$ cat config.mk
export PLATFORM = sky130hd
export DESIGN_NAME = pulse_capture_flat
export DESIGN_NICKNAME = d
export VERILOG_FILES = /design/src/rtl/pulse_capture_pkg.sv /design/src/rtl/pulse_capture_if.sv /design/src/rtl/sample_delay_line.sv /design/src/rtl/pulse_capture.sv /design/src/flat_wrapper.sv
export SDC_FILE = /design/constraint.sdc
export NUM_CORES = 1
export LEC_CHECK = 0
export ABC_AREA = 1
export CORE_MARGIN = 3
export CORE_UTILIZATION = 40
export DETAILED_ROUTE_END_ITERATION = 6
export PLACE_DENSITY = 0.53
export SYNTH_ARGS = -nofsm -noshare
export SYNTH_HDL_FRONTEND = slang
export SYNTH_HIERARCHICAL = 1
export SYNTH_SLANG_ARGS = --single-unit
$ cat constraint.sdc
create_clock -name clk -period 4.6 [get_ports clk]
set_input_delay 1.15 -clock clk [delete_from_list [all_inputs] [get_ports clk]]
set_output_delay 1.15 -clock clk [all_outputs]
set_load 0.02 [all_outputs]
$ cat src/rtl/pulse_capture_pkg.sv
// Shared types and helpers for the pulse_capture block.
package pulse_capture_pkg;

    typedef enum logic [1:0] {
        IDLE,
        CAPTURE,
        READOUT
    } state_e;

    localparam int unsigned MISSED_W = 16;
    localparam int unsigned SAT_W    = 32;

    function automatic int unsigned IDX_W(input int unsigned win_len);
        return (win_len > 1) ? $clog2(win_len) : 1;
    endfunction

    // Callers zero-extend to SAT_W and truncate the result back to sample width.
    function automatic logic [SAT_W-1:0] sat_sub(input logic [SAT_W-1:0] a,
                                                 input logic [SAT_W-1:0] b);
        return (a >= b) ? a - b : '0;
    endfunction

endpackage

$ cat src/rtl/pulse_capture_if.sv
// Waveform readout stream (valid/ready) between pulse_capture and its consumer.
interface pulse_capture_if #(
    parameter int unsigned DATA_W = 14
);
    logic [DATA_W-1:0] wf_data;
    logic              wf_valid;
    logic              wf_ready;
    logic              wf_last;

    modport master (output wf_data, output wf_valid, output wf_last, input wf_ready);
    modport slave  (input wf_data, input wf_valid, input wf_last, output wf_ready);
endinterface

$ cat src/rtl/sample_delay_line.sv
// Fixed-depth shift pipeline: dout is din from exactly DEPTH cycles earlier, zero after reset.
module sample_delay_line #(
    parameter int unsigned DATA_W = 14,
    parameter int unsigned DEPTH  = 6
) (
    input  logic              clk,
    input  logic              reset_n,
    input  logic [DATA_W-1:0] din,
    output logic [DATA_W-1:0] dout
);
    logic [DATA_W-1:0] pipe_q [DEPTH];

    always_ff @(posedge clk or negedge reset_n) begin
        if (!reset_n) begin
            for (int unsigned i = 0; i < DEPTH; i++) pipe_q[i] <= '0;
        end else begin
            pipe_q[0] <= din;
            for (int unsigned i = 1; i < DEPTH; i++) pipe_q[i] <= pipe_q[i-1];
        end
    end

    assign dout = pipe_q[DEPTH-1];
endmodule

$ cat src/rtl/pulse_capture.sv
// Triggered waveform recorder: pre-trigger delay, WIN_LEN capture, pedestal/peak extraction, stream readout.
// Define PULSE_CAPTURE_PED_AVG_EN to average the pedestal over 2**PED_LOG2 samples.
module pulse_capture
    import pulse_capture_pkg::*;
#(
    parameter int unsigned DATA_W   = 14,
    parameter int unsigned PRE_DLY  = 6,
    parameter int unsigned WIN_LEN  = 32,
    parameter int unsigned PED_LOG2 = 2
) (
    input  logic                clk,
    input  logic                reset_n,
    input  logic [DATA_W-1:0]   adc_in,
    input  logic                trigger_in,
    output logic                long_trigger,
    output logic [DATA_W-1:0]   pulse_height,
    output logic [DATA_W-1:0]   pedestal,
    output logic                pulse_valid,
    output logic                busy,
    output logic [MISSED_W-1:0] missed_count,
    pulse_capture_if.master     wf
);
    localparam int unsigned     IW       = IDX_W(WIN_LEN);
    localparam logic [IW-1:0]   LAST_IDX = IW'(WIN_LEN - 1);

    if (PRE_DLY < 1 || PRE_DLY > 64 || WIN_LEN < 4 || WIN_LEN > 1024 ||
        (WIN_LEN & (WIN_LEN - 1)) != 0 || PED_LOG2 > 8) begin : g_bad_cfg
        $error("pulse_capture: unsupported parameter set");
    end

    logic [DATA_W-1:0] d;
    logic [DATA_W-1:0] ped_sample;

    sample_delay_line #(.DATA_W(DATA_W), .DEPTH(PRE_DLY)) u_pre_dly (
        .clk(clk), .reset_n(reset_n), .din(adc_in), .dout(d)
    );

`ifdef PULSE_CAPTURE_PED_AVG_EN
    localparam int unsigned SUM_W = DATA_W + PED_LOG2;
    logic [DATA_W-1:0] d_old;
    logic [SUM_W-1:0]  sum_q, sum_d;

    sample_delay_line #(.DATA_W(DATA_W), .DEPTH(1 << PED_LOG2)) u_ped_win (
        .clk(clk), .reset_n(reset_n), .din(d), .dout(d_old)
    );

    // Sum runs every cycle; freezing happens on the pedestal register, which only loads in IDLE.
    assign sum_d      = sum_q + SUM_W'(d) - SUM_W'(d_old);
    assign ped_sample = DATA_W'(sum_d >> PED_LOG2);

    always_ff @(posedge clk or negedge reset_n) begin
        if (!reset_n) sum_q <= '0;
        else          sum_q <= sum_d;
    end
`else
    assign ped_sample = d;
`endif

    state_e              state_q;
    logic                trigger_q;
    logic [IW-1:0]       idx_q;
    logic [DATA_W-1:0]   ped_q, peak_q;
    logic                long_trigger_q, pulse_valid_q;
    logic [DATA_W-1:0]   pulse_height_q, pedestal_q;
    logic [DATA_W-1:0]   wf_data_q;
    logic                wf_valid_q, wf_last_q;
    logic [MISSED_W-1:0] missed_q;
    logic [DATA_W-1:0]   wave_q [WIN_LEN];

    logic                trig_rise, handshake, wr_en;
    logic [IW-1:0]       rd_next, wr_idx;
    logic [DATA_W-1:0]   peak_d;

    assign trig_rise = trigger_in & ~trigger_q;
    assign handshake = wf_valid_q & wf.wf_ready;
    assign rd_next   = idx_q + 1'b1;
    assign peak_d    = (d > peak_q) ? d : peak_q;
    assign wr_en     = ((state_q == IDLE) && trig_rise) || (state_q == CAPTURE);
    assign wr_idx    = (state_q == CAPTURE) ? idx_q : '0;

    always_ff @(posedge clk) begin
        if (wr_en) wave_q[wr_idx] <= d;
    end

    always_ff @(posedge clk or negedge reset_n) begin
        if (!reset_n) begin
            state_q        <= IDLE;
            trigger_q      <= 1'b0;
            idx_q          <= '0;
            ped_q          <= '0;
            peak_q         <= '0;
            long_trigger_q <= 1'b0;
            pulse_valid_q  <= 1'b0;
            pulse_height_q <= '0;
            pedestal_q     <= '0;
            wf_data_q      <= '0;
            wf_valid_q     <= 1'b0;
            wf_last_q      <= 1'b0;
            missed_q       <= '0;
        end else begin
            trigger_q     <= trigger_in;
            pulse_valid_q <= 1'b0;
            if (trig_rise && (state_q != IDLE) && (missed_q != '1))
                missed_q <= missed_q + 1'b1;

            case (state_q)
                IDLE: begin
                    if (trig_rise) begin
                        state_q        <= CAPTURE;
                        idx_q          <= IW'(1);
                        peak_q         <= d;
                        long_trigger_q <= 1'b1;
                    end else begin
                        ped_q <= ped_sample;
                    end
                end
                CAPTURE: begin
                    peak_q <= peak_d;
                    if (idx_q == LAST_IDX) begin
                        state_q        <= READOUT;
                        idx_q          <= '0;
                        pulse_height_q <= DATA_W'(sat_sub(SAT_W'(peak_d), SAT_W'(ped_q)));
                        pedestal_q     <= ped_q;
                        pulse_valid_q  <= 1'b1;
                        wf_valid_q     <= 1'b1;
                        wf_data_q      <= wave_q[0];
                        wf_last_q      <= 1'b0;
                    end else begin
                        idx_q <= idx_q + 1'b1;
                    end
                end
                READOUT: begin
                    // long_trigger spans WIN_LEN cycles, so it drops after the first READOUT cycle.
                    long_trigger_q <= 1'b0;
                    if (handshake) begin
                        if (wf_last_q) begin
                            state_q    <= IDLE;
                            idx_q      <= '0;
                            wf_valid_q <= 1'b0;
                            wf_last_q  <= 1'b0;
                        end else begin
                            idx_q     <= rd_next;
                            wf_data_q <= wave_q[rd_next];
                            wf_last_q <= (rd_next == LAST_IDX);
                        end
                    end
                end
                default: state_q <= IDLE;
            endcase
        end
    end

    assign long_trigger = long_trigger_q;
    assign pulse_height = pulse_height_q;
    assign pedestal     = pedestal_q;
    assign pulse_valid  = pulse_valid_q;
    assign busy         = (state_q != IDLE);
    assign missed_count = missed_q;
    assign wf.wf_data   = wf_data_q;
    assign wf.wf_valid  = wf_valid_q;
    assign wf.wf_last   = wf_last_q;
endmodule

$ cat src/flat_wrapper.sv
// flat-port wrapper written by rule: the top's interface ports become plain ports
module pulse_capture_flat import pulse_capture_pkg::*;
#(
    parameter int unsigned DATA_W   = 14,
    parameter int unsigned PRE_DLY  = 6,
    parameter int unsigned WIN_LEN  = 32,
    parameter int unsigned PED_LOG2 = 2
)
  (clk, reset_n, adc_in, trigger_in, long_trigger, pulse_height, pedestal, pulse_valid, busy, missed_count, wf_wf_data, wf_wf_valid, wf_wf_last, wf_wf_ready);
  pulse_capture_if #(.DATA_W(DATA_W)) wf_i ();
  input  logic clk;
  input  logic reset_n;
  input  logic [DATA_W-1:0] adc_in;
  input  logic trigger_in;
  output logic long_trigger;
  output logic [DATA_W-1:0] pulse_height;
  output logic [DATA_W-1:0] pedestal;
  output logic pulse_valid;
  output logic busy;
  output logic [MISSED_W-1:0] missed_count;
  output wire logic [$bits(wf_i.wf_data)-1:0] wf_wf_data;
  output wire logic [$bits(wf_i.wf_valid)-1:0] wf_wf_valid;
  output wire logic [$bits(wf_i.wf_last)-1:0] wf_wf_last;
  input wire logic [$bits(wf_i.wf_ready)-1:0] wf_wf_ready;
  assign wf_wf_data = wf_i.wf_data;
  assign wf_wf_valid = wf_i.wf_valid;
  assign wf_wf_last = wf_i.wf_last;
  assign wf_i.wf_ready = wf_wf_ready;
  pulse_capture #(.DATA_W(DATA_W), .PRE_DLY(PRE_DLY), .WIN_LEN(WIN_LEN), .PED_LOG2(PED_LOG2)) u_core (.clk(clk), .reset_n(reset_n), .adc_in(adc_in), .trigger_in(trigger_in), .long_trigger(long_trigger), .pulse_height(pulse_height), .pedestal(pedestal), .pulse_valid(pulse_valid), .busy(busy), .missed_count(missed_count), .wf(wf_i));
endmodule
==> metrics.cfg, run 1 <==
[route]
wire_per_inst_um = 21.0
vias = 17249
dr.max_layer_used = met4
routed_wl_mm = 69.8
drcViolationCount = 0
first_pass_iters = 6
drtAntennaViolNets = 0
wl_met2_mm = 33.8
viasPerCell = 5.18
met1_length_mm = 30.6
drt_iter0_drc = 1385
wl_met3_mm = 3.62

[sta]
hold_viol = 0
fin_crit_ps = 3950
tightest_slew_ps = 1320
clock_skew_ps = 31.3
maxSlewHeadroom_pct = 11.9
fmax_mhz = 253
finalCritPeriodShare_pct = 85.9
hold_slack_ps = 343
setup-violations-final = 0
slew_violations = 0
fin_ws_ps = 650
rsz0062_at_grt = no
tns_ps = 0

[cts]
cts.reportedPaths.clkPinSlew_ps = 60
htree_levels = 3
clkSinkCount = 630
cts.path.max_buffers = 3
cts_tree = done
ctsHoldBuffers = 0
clk_latency_ps = 600
root_buffer = clkbuf_16
cts_buffers = 70
ctsResizeCount = 0
post_cts_buffers = 0

[critical_path]
critical_path.max_stage_delay_ps = 450
startpoint_type = flip-flop
endpoint_kind = flip-flop
critical_path.cell_chain = ha_1 > nand2_1 > nor2_1 > nand2_1 > nor2_1 > nand2_1 > nand2_2 > nand2_2 > nand2_1 > and2_1 > ha_1 > inv_1 > fa_1 > nand3_1 > nand2_1 > nand3_1 > nand2_1 > nand2_1 > nand3_1 > nand2_1 > inv_1 > nand3_1 > nand2_1
worst_path_max_delay_cell = fa_1
crit_type = flip-flop to flip-flop
worst-path-buf-inv = 2
crit_required_ps = 5090
worstPathArrival_ps = 4440
cp_top_family = simple AND/OR/NAND/NOR gates
critical_path.max_fanout = 15
cp_common_cell = nand2_1

[floorplan]
core_area_um2 = 63500
dieHeight_um = 260
io_pins = 81
dieArea_um2 = 67900
row_count = 92
fp.dieW_um = 260
start_util_pct = 40.8

[synthesis]
synthAdderAreaFrac_pct = 1.82
muxShareOfSynthArea_pct = 0.0435
ys_warn_count = 6
synth_nets = 2388
synth_cells = 2333
synth_xor_xnor_area_share_pct = 0.952
yosys.area_share.simple_pct = 20.5
yosysUniqueCellTypes = 39
synth_top_family_by_area = simple AND/OR/NAND/NOR gates
synth-seq-area-share_pct = 69.5
syn_avg_cell_area_um2 = 11.1
synth-seq-cells = 630
synth-compound-area-share_pct = 3.19
syn-cell-area_um2 = 25900

[grt]
grt_max_degree = 156
grt_usage_pct = 20.7
grt_pass1_vias = 16848
grt_pass1_wl_mm = 105
grt_overflow = 0
antenna_found_initial = 0

[place]
dp_slack_ps = 654
dp_hpwl_mm = 41.3
portBuffers = 80
gp_congestion = 0.954
placed_cell_area_um2 = 27700

[flow_run]
max_cap_viol_count = 0

[power]
vdd_drop_max_mv = 0.515
power_density_nw_per_um2 = 659
power_leakage_uw = 0.0116

[finish]
finalNetCount = 2481
drive_gt1_share_pct = 7.98
antenna_cells = 0
fin_util_pct = 47.1
finalInstanceArea_um2 = 29900
area_delta_synth_final_pct = 15.5
n_fill_cell = 5891

[run_status]
status = finished, final reports clean

[hold_path]
min_path_type = flip-flop to flip-flop

-- registers in the layout, summed over array words and instances, names as in the netlist --
name,flops
u_core/idx_q,5
u_core/long_trigger,1
u_core/missed_count,16
u_core/peak_q,14
u_core/ped_q,14
u_core/pedestal,14
u_core/pulse_height,14
u_core/pulse_valid,1
u_core/state_q,2
u_core/trigger_q,1
u_core/u_pre_dly/dout,14
u_core/u_pre_dly/pipe_q,70
u_core/wave_q,448
u_core/wf.wf_data,14
u_core/wf.wf_last,1
u_core/wf.wf_valid,1
-- power by group --
group | switching (uW) | leakage (uW) | internal [uW]
Combinational | 5100 | 0.00430 | 2260
Clock | 2240 | 0.00110 | 3220
Sequential | 375 | 0.00624 | 6510
-- cell families (layout without fill, tap and decap cells) --
kind of cell | after synthesis | after routing
fa+ha+maj | 37 | 37
mux | 1 | 1
compound gates | 159 | 159
buf+inv | 217 | 365
flops | 630 | 630
simple gates | 1263 | 1263
xor+xnor | 26 | 26
-- layer usage --
layer  GRT usage [%]  up-vias
met5               0        -
met3            3.20      104
met2            34.3      464
met4            6.24        0
met1            28.1     8535
li1                -     8146
-- path summary, 6_finish.rpt --
kind / from / to / depth (start not counted) / slack [ps]
hold reg to reg: u_core/u_pre_dly/pipe_q[48] / u_core/u_pre_dly/pipe_q[34] / 0 / 340
min in group asynchronous: reset_n / u_core/pulse_height[0] / 1 / 550
max in group asynchronous: reset_n / u_core/u_pre_dly/pipe_q[33] / 2 / 3140
setup / recovery: u_core/u_pre_dly/dout[13] / u_core/pulse_height[9] / 23 / 650
setup reg to reg: u_core/u_pre_dly/dout[13] / u_core/pulse_height[9] / 23 / 650
hold / removal: u_core/u_pre_dly/pipe_q[48] / u_core/u_pre_dly/pipe_q[34] / 0 / 340
-- synth_stat cells (all sizes together) --
| master | n | share of area (%) |
|---|---|---|
| nand2 | 732 | 11 |
| edfxtp | 448 | 52 |
| nand3 | 389 | 7.5 |
| dfrtp | 182 | 18 |
| nor2 | 118 | 1.7 |
| buf | 99 | 2.3 |
| a21oi | 96 | 1.9 |
| inv | 88 | 1.3 |
| o21ai | 52 | 1.0 |
| ha | 36 | 1.7 |
| clkbuf | 29 | 0.42 |
| xor2 | 16 | 0.61 |
| xnor2 | 10 | 0.34 |
| and2 | 8 | 0.19 |
| nand4 | 8 | 0.19 |
| nand3b | 4 | 0.12 |
| o22ai | 4 | 0.097 |
| nor3 | 3 | 0.058 |
| o21bai | 2 | 0.058 |
| a211oi | 1 | 0.029 |
| a22oi | 1 | 0.029 |
| a31oi | 1 | 0.024 |
| clkinv | 1 | 0.014 |
| fa | 1 | 0.077 |
| mux2 | 1 | 0.043 |
| nor3b | 1 | 0.029 |
| o211ai | 1 | 0.029 |
| o32ai | 1 | 0.034 |
-- layout make-up --
cell class | count | area [um^2] | area share [%]
Sequential cell | 630 | 18000 | 60.2
Multi-Input combinational cell | 1486 | 6880 | 23.0
Clock buffer | 93 | 1940 | 6.50
Timing Repair Buffer | 149 | 1370 | 4.59
Tap cell | 846 | 1060 | 3.54
Inverter | 89 | 339 | 1.13
Clock inverter | 34 | 310 | 1.04
-- cell usage in the layout (no fill, tap or decap), types with 2 or more instances in the layout --
master             n
nand2_2            3
xor2_1            15
ha_1              35
dfrtp_1          181
nand4_1            8
clkinv_4           3
inv_2              7
clkinv_2          12
clkbuf_8           7
a21oi_1           95
o21ai_0           50
o21bai_1           2
nand3b_1           4
nor3_1             3
clkbuf_16         72
edfxtp_1         448
xnor2_1           10
bufinv_16          4
inv_1             80
inv_6              5
nand3_1          389
and2_1             8
clkinv_1           7
clkinvlp_4         4
nor2_2             2
clkdlybuf4s50_1   79
nand2_1          729
nor2_1           115
buf_4             65
clkbuf_1          14
o22ai_1            4
buf_12             4
-- per-stage QoR --
| stage | instances | power, uW |
|---|---|---|
| 2_1_floorplan | 2333 | 11800 |
| 3_3_place_gp | 3200 | 14400 |
| 3_5_place_dp | 3200 | 14400 |
| 4_1_cts | 3327 | 19900 |
| 5_1_grt | 3327 | 20900 |
| 6_report | 3327 | 19700 |
(Power assumes the default switching activity.)
==> inputs of run 2 (changes only) <==
Settings changed: CAP_MARGIN from default to 20.
==> run 2 against run 1 <==
  * Sequential share of layout area about the same
  * Clock power about the same
  * Register-to-register slack about the same
  * Non-clock buffer count increased by 1
  * Clock skew decreased by 11 ps
  * Critical path depth increased by 1
  * First-iteration DRC count increased by 4.0%
  * Cell count unchanged
  * Critical endpoint is now u_core/pulse_height[13]
  * Largest cell class unchanged
  * Highest routed layer unchanged
==> metrics.cfg, run 2 (synthesis gave the netlist of run 1 again) <==
[floorplan]
row_count = 92  ; unchanged
start_util_pct = 40.8  ; unchanged
core_area_um2 = 63500  ; unchanged
dieHeight_um = 260  ; unchanged
fp.dieW_um = 260  ; unchanged
dieArea_um2 = 67900  ; unchanged
io_pins = 81  ; unchanged

[flow_run]
max_cap_viol_count = 0  ; unchanged

[route]
wire_per_inst_um = 20.9  ; -0.17%
drtAntennaViolNets = 0  ; unchanged
vias = 17221  ; -0.16%
first_pass_iters = 5  ; -1
viasPerCell = 5.18  ; -0.16%
drt_iter0_drc = 1440  ; +4.0%
routed_wl_mm = 69.7  ; -0.17%
drcViolationCount = 0  ; unchanged

[grt]
use_met3_pct = 3.40  ; +0.19 points
antenna_found_initial = 0  ; unchanged
gr-max-usage-layer = met2
grt_usage_pct = 20.8  ; +0.13 points
grt_pass1_wl_mm = 106  ; +0.67%
grt_overflow = 0  ; unchanged
grt_max_degree = 156  ; unchanged
use_met2_pct = 33.8  ; -0.46 points
gr-usage-met1_pct = 28.4  ; +0.26 points
grt_pass1_vias = 16856  ; +0.047%

[finish]
largest_reg_flops = 448  ; unchanged
finalNetCount = 2483  ; +0.081%
fin_cells = 3327  ; unchanged
final_common_cell = nand2_1
mostFrequentLayoutCells = nand2_1, edfxtp_1, nand3_1
regMostFlops = u_core/wave_q
n_fill_cell = 5914  ; +0.39%
area_delta_synth_final_pct = 15.5  ; about the same
finalInstanceArea_um2 = 29900  ; about the same
drive_gt1_share_pct = 7.62  ; -0.36 points

[sta]
setup-violations-final = 0  ; unchanged
tns_ps = 0  ; unchanged
slew_violations = 0  ; unchanged
fmax_mhz = 252  ; -0.33%
fin_crit_ps = 3960  ; +13.2 ps
finalCritPeriodShare_pct = 86.2  ; +0.29 points
rsz0062_at_grt = no
clock_skew_ps = 19.8  ; -11.4 ps
maxSlewHeadroom_pct = 33.0  ; +21 points
hold_viol = 0  ; unchanged
tightest_slew_ps = 1010  ; -314 ps

[cts]
clkSinkCount = 630  ; unchanged
root_buffer = clkbuf_16
cts.path.max_buffers = 3  ; unchanged
cts_tree = done
ctsResizeCount = 0  ; unchanged
htree_levels = 3  ; unchanged
cts.reportedPaths.clkPinSlew_ps = 60  ; about the same
cts_buffers = 71  ; +1.4%
ctsHoldBuffers = 0  ; unchanged
clk_latency_ps = 590  ; about the same
post_cts_buffers = 0  ; unchanged

[critical_path]
r2r_setup_slack_ps = 640  ; about the same
endpoint_kind = flip-flop
crit-reg2reg-launch = u_core/peak_q[13]
worstPathArrival_ps = 4450  ; about the same
worstSetupStartpoint = u_core/peak_q[13]
critical_path.max_fanout = 15  ; unchanged
crit_required_ps = 5090  ; about the same
startpoint_type = flip-flop
crit_type = flip-flop to flip-flop

[hold_path]
min_path_type = flip-flop to flip-flop
hp-start = u_core/u_pre_dly/pipe_q[67]

[place]
dpl.cell_count = 3201  ; +0.031%
portBuffers = 80  ; unchanged
gp_congestion = 0.954  ; unchanged
dp_hpwl_mm = 41.4  ; about the same
placed_cell_area_um2 = 27700  ; about the same

[power]
vdd_drop_max_mv = 0.531  ; +3.0%
power_leakage_uw = 0.0116  ; about the same
power_density_nw_per_um2 = 659  ; about the same

[run_status]
status = finished, final reports clean

-- run 2: cell types whose count changed in the layout (fill, tap and decap cells not counted) --
cell,change
inv_6,-2
clkinv_2,-5
clkbuf_1,+10
clkinv_1,-2
clkbuf_4,-1
diode_2,+1
clkbuf_16,+2
clkbuf_8,-1
buf_4,+1
clkinvlp_4,-1
clkinv_4,-2
-- run 2: area by class of cell --
| cell class | instances | area (um^2) | share of cell area (%) |
|---|---|---|---|
| timing repair buffer | 150 | 1380 | 4.61 |
| multi-input combinational | 1486 | 6880 | 23.0 |
| inverter | 89 | 339 | 1.13 |
| tap | 846 | 1060 | 3.54 |
| clock buffer | 103 | 2010 | 6.72 |
| clock inverter | 22 | 235 | 0.786 |
| sequential | 630 | 18000 | 60.2 |
| antenna | 1 | 2.50 | 0.00836 |
-- run 2: path summary, 6_finish.rpt --
check,end,depth (start not counted)
min,u_core/u_pre_dly/pipe_q[53],0
max reg2reg,u_core/pulse_height[13],24
min in group asynchronous,u_core/pulse_height[0],1
max,u_core/pulse_height[13],24
max in group asynchronous,u_core/ped_q[10],2
min reg2reg,u_core/u_pre_dly/pipe_q[53],0
-- run 2: worst max-delay path, stage by stage, from the launching register on --
cell	delay, ps
dfrtp_1	350
inv_1	60
ha_1	290
nand2_1	70
nor2_1	220
nand2_1	80
nor2_1	110
nand2_1	70
nand2_2	250
nand2_2	290
nand2_1	150
and2_1	140
ha_1	170
inv_1	80
fa_1	450
nand3_1	110
nand2_1	120
nand3_1	100
nand2_1	80
nand2_1	80
nand3_1	70
nand2_1	230
inv_1	130
nand3_1	100
nand2_1	60
-- run 2: through the flow --
stage,utilization [%],setup slack [ps],total power (uW),hold slack (ps)
2_1_floorplan,-,1200,11800,331
3_3_place_gp,43.5,718,14400,331
3_5_place_dp,43.5,623,14400,335
4_1_cts,47.1,628,20000,343
5_1_grt,47.1,166,21000,350
6_report,47.1,637,19700,343
-- run 2: where the power goes --
group,total (uW),internal [uW],switching (uW)
clock,5470,3260,2210
combinational,7360,2270,5090
sequential,6880,6510,371
total,19700,12000,7670
-- run 2: per-layer routing --
layer | wire, um | share of wire [%] | vias to the layer above
li1 | - | - | 8138
met1 | 30600 | 44 | 8479
met2 | 33300 | 48 | 499
met3 | 3830 | 5.5 | 105
met4 | 1940 | 2.8 | 0
met5 | 0 | 0 | -
==> inputs of run 3 (changes only) <==
Settings changed: PLACE_DENSITY 0.53 to default, PLACE_DENSITY_LB_ADDON from default to 0.08.
==> run 3 against run 2 <==
  * Clock skew increased by 4.3 ps
  * Critical path depth decreased by 3
  * Clock power fell by 3%
  * Flip-flop and latch count unchanged
  * Utilization is 0.22 points lower
  * Critical path type unchanged
  * Largest power group unchanged
  * Highest routed layer unchanged
==> metrics.cfg, run 3 (synthesis gave the netlist of run 1 again) <==
[run_status]
status = finished, final reports clean

[critical_path]
critical_path.cell_chain = inv_1 > ha_1 > nand2_1 > nor2_1 > nand4_1 > nand2_2 > nand2_1 > and2_1 > ha_1 > inv_1 > fa_1 > nand3_1 > nand2_1 > nand3_1 > nand2_1 > nand2_1 > nand3_1 > nand2_1 > inv_1 > nand3_1 > nand2_1
endpoint_kind = flip-flop
rr_worst_depth = 21  ; -13%
cp_top_family = simple AND/OR/NAND/NOR gates
critical_path.max_stage_delay_ps = 620  ; +170 ps
crit_type = flip-flop to flip-flop
critical_path.max_fanout = 15  ; unchanged
crit_required_ps = 5150  ; +60 ps
r2r-end = u_core/pulse_height[9]
worst-path-buf-inv = 3  ; unchanged
crit-reg2reg-launch = u_core/peak_q[12]
worst-path-stages = 21  ; -13%
worstPathArrival_ps = 4670  ; +220 ps
r2r_setup_slack_ps = 480  ; -160 ps
worst_path_max_delay_cell = nand4_1
startpoint_type = flip-flop
cp_common_cell = nand2_1

[sta]
maxSlewHeadroom_pct = 29.6  ; -3.4 points
fin_ws_ps = 476  ; -161 ps
tns_ps = 0  ; unchanged
fin_crit_ps = 4120  ; +161 ps
setup-violations-final = 0  ; unchanged
slew_violations = 0  ; unchanged
hold_viol = 0  ; unchanged
finalCritPeriodShare_pct = 89.7  ; +3.5 points
fmax_mhz = 242  ; -3.9%
rsz0062_at_grt = no
tightest_slew_ps = 1060  ; +50.3 ps
clock_skew_ps = 24.2  ; +4.35 ps

[place]
gp_congestion = 0.844  ; -11%
dp_slack_ps = 591  ; -32.7 ps
dpl.cell_count = 3196  ; -0.16%
dp_hpwl_mm = 41.0  ; -0.95%
portBuffers = 80  ; unchanged

[hold_path]
hold_path_end = u_core/u_pre_dly/pipe_q[45]
whs_path_depth = 0  ; unchanged
min_path_type = flip-flop to flip-flop
hp-start = u_core/u_pre_dly/pipe_q[59]

[floorplan]
start_util_pct = 40.8  ; unchanged
dieHeight_um = 260  ; unchanged
row_count = 92  ; unchanged
dieArea_um2 = 67900  ; unchanged
io_pins = 81  ; unchanged
core_area_um2 = 63500  ; unchanged
fp.dieW_um = 260  ; unchanged

[route]
vias = 17124  ; -0.56%
drtAntennaViolNets = 0  ; unchanged
routed_wl_mm = 69.3  ; -0.59%
viasPerCell = 5.16  ; -0.29%
drcViolationCount = 0  ; unchanged
first_pass_iters = 5  ; unchanged
drt_iter0_drc = 1564  ; +8.6%
wire_per_inst_um = 20.9  ; -0.32%

[cts]
cts_buffers = 69  ; -2.8%
cts.reportedPaths.clkPinSlew_ps = 60  ; about the same
cts_tree = done
htree_levels = 3  ; unchanged
ctsHoldBuffers = 0  ; unchanged
clk_latency_ps = 610  ; +20 ps
post_cts_buffers = 0  ; unchanged
ctsResizeCount = 0  ; unchanged
root_buffer = clkbuf_16
cts.path.max_buffers = 3  ; unchanged
clkSinkCount = 630  ; unchanged

[grt]
gr-max-usage-layer = met2
grt_pass1_wl_mm = 105  ; -1.0%
grt_max_degree = 101  ; -35%
antenna_found_initial = 1  ; +1
use_met2_pct = 33.2  ; -0.57 points
gr-usage-met1_pct = 29.0  ; +0.58 points
use_met3_pct = 2.85  ; -0.54 points
grt_usage_pct = 20.5  ; -0.25 points
grt_pass1_vias = 16708  ; -0.88%
grt_overflow = 0  ; unchanged

[finish]
fin_util_pct = 46.9  ; -0.22 points
area_delta_synth_final_pct = 15.0
regMostFlops = u_core/wave_q
final_common_cell = nand2_1
largest_reg_flops = 448  ; unchanged
fin_cells = 3318  ; -0.27%
finalNetCount = 2476  ; -0.28%
antenna_cells = 0  ; -1
drive_gt1_share_pct = 7.61  ; -0.016 points
mostFrequentLayoutCells = nand2_1, edfxtp_1, nand3_1

[power]
p_total_uw = 19400  ; -1.8%
vdd_drop_max_mv = 0.492  ; -7.3%
power_leakage_uw = 0.0116  ; -0.53%
power_density_nw_per_um2 = 650  ; -1.4%

[flow_run]
max_cap_viol_count = 0  ; unchanged

## run 3: cell count changes in the layout (fill, tap and decap cells not counted), sizes merged
cell      change
buf           -5
bufinv        -3
clkbuf        -5
clkinv        +4
clkinvlp      -2
diode         -1
inv           +3
## run 3: area by class of cell
class / count / area (um^2)
fill: 5870 / 33800
sequential: 630 / 18000
multi-input combinational: 1486 / 6890
clock buffer: 98 / 1960
timing repair buffer: 145 / 1320
tap: 846 / 1060
inverter: 89 / 339
clock inverter: 24 / 206
## run 3: metal layers
layer,up-vias,share of wire [%]
met5,-,0
met4,0,2.2
met3,88,5.1
met2,498,48
met1,8409,45
li1,8129,-
## run 3: worst max-delay path by stage
stage / start / to
after floorplan: u_core/u_pre_dly/dout[13] / u_core/pulse_height[10]
after global placement: u_core/peak_q[13] / u_core/pulse_height[9]
after detailed placement: u_core/peak_q[12] / u_core/pulse_height[13]
after CTS: u_core/peak_q[12] / u_core/pulse_height[13]
after global routing: u_core/peak_q[5] / u_core/pulse_height[1]
final: u_core/peak_q[12] / u_core/pulse_height[9]
## run 3: power breakdown
| part | internal (uW) | total, uW | switching, uW | leakage, uW |
|---|---|---|---|---|
| combinational | 2210 | 7260 | 5050 | 0.00427 |
| clock | 3040 | 5300 | 2250 | 0.00106 |
| sequential | 6510 | 6800 | 290 | 0.00624 |
| total | 11800 | 19400 | 7590 | 0.0116 |
## run 3: per-stage QoR
stage                     hold slack (ps)  instance area, um^2
after floorplan                       331                25900
after global placement                334                27600
after detailed placement              335                27600
after CTS                             330                29800
after global routing                  343                29800
final                                 333                29800
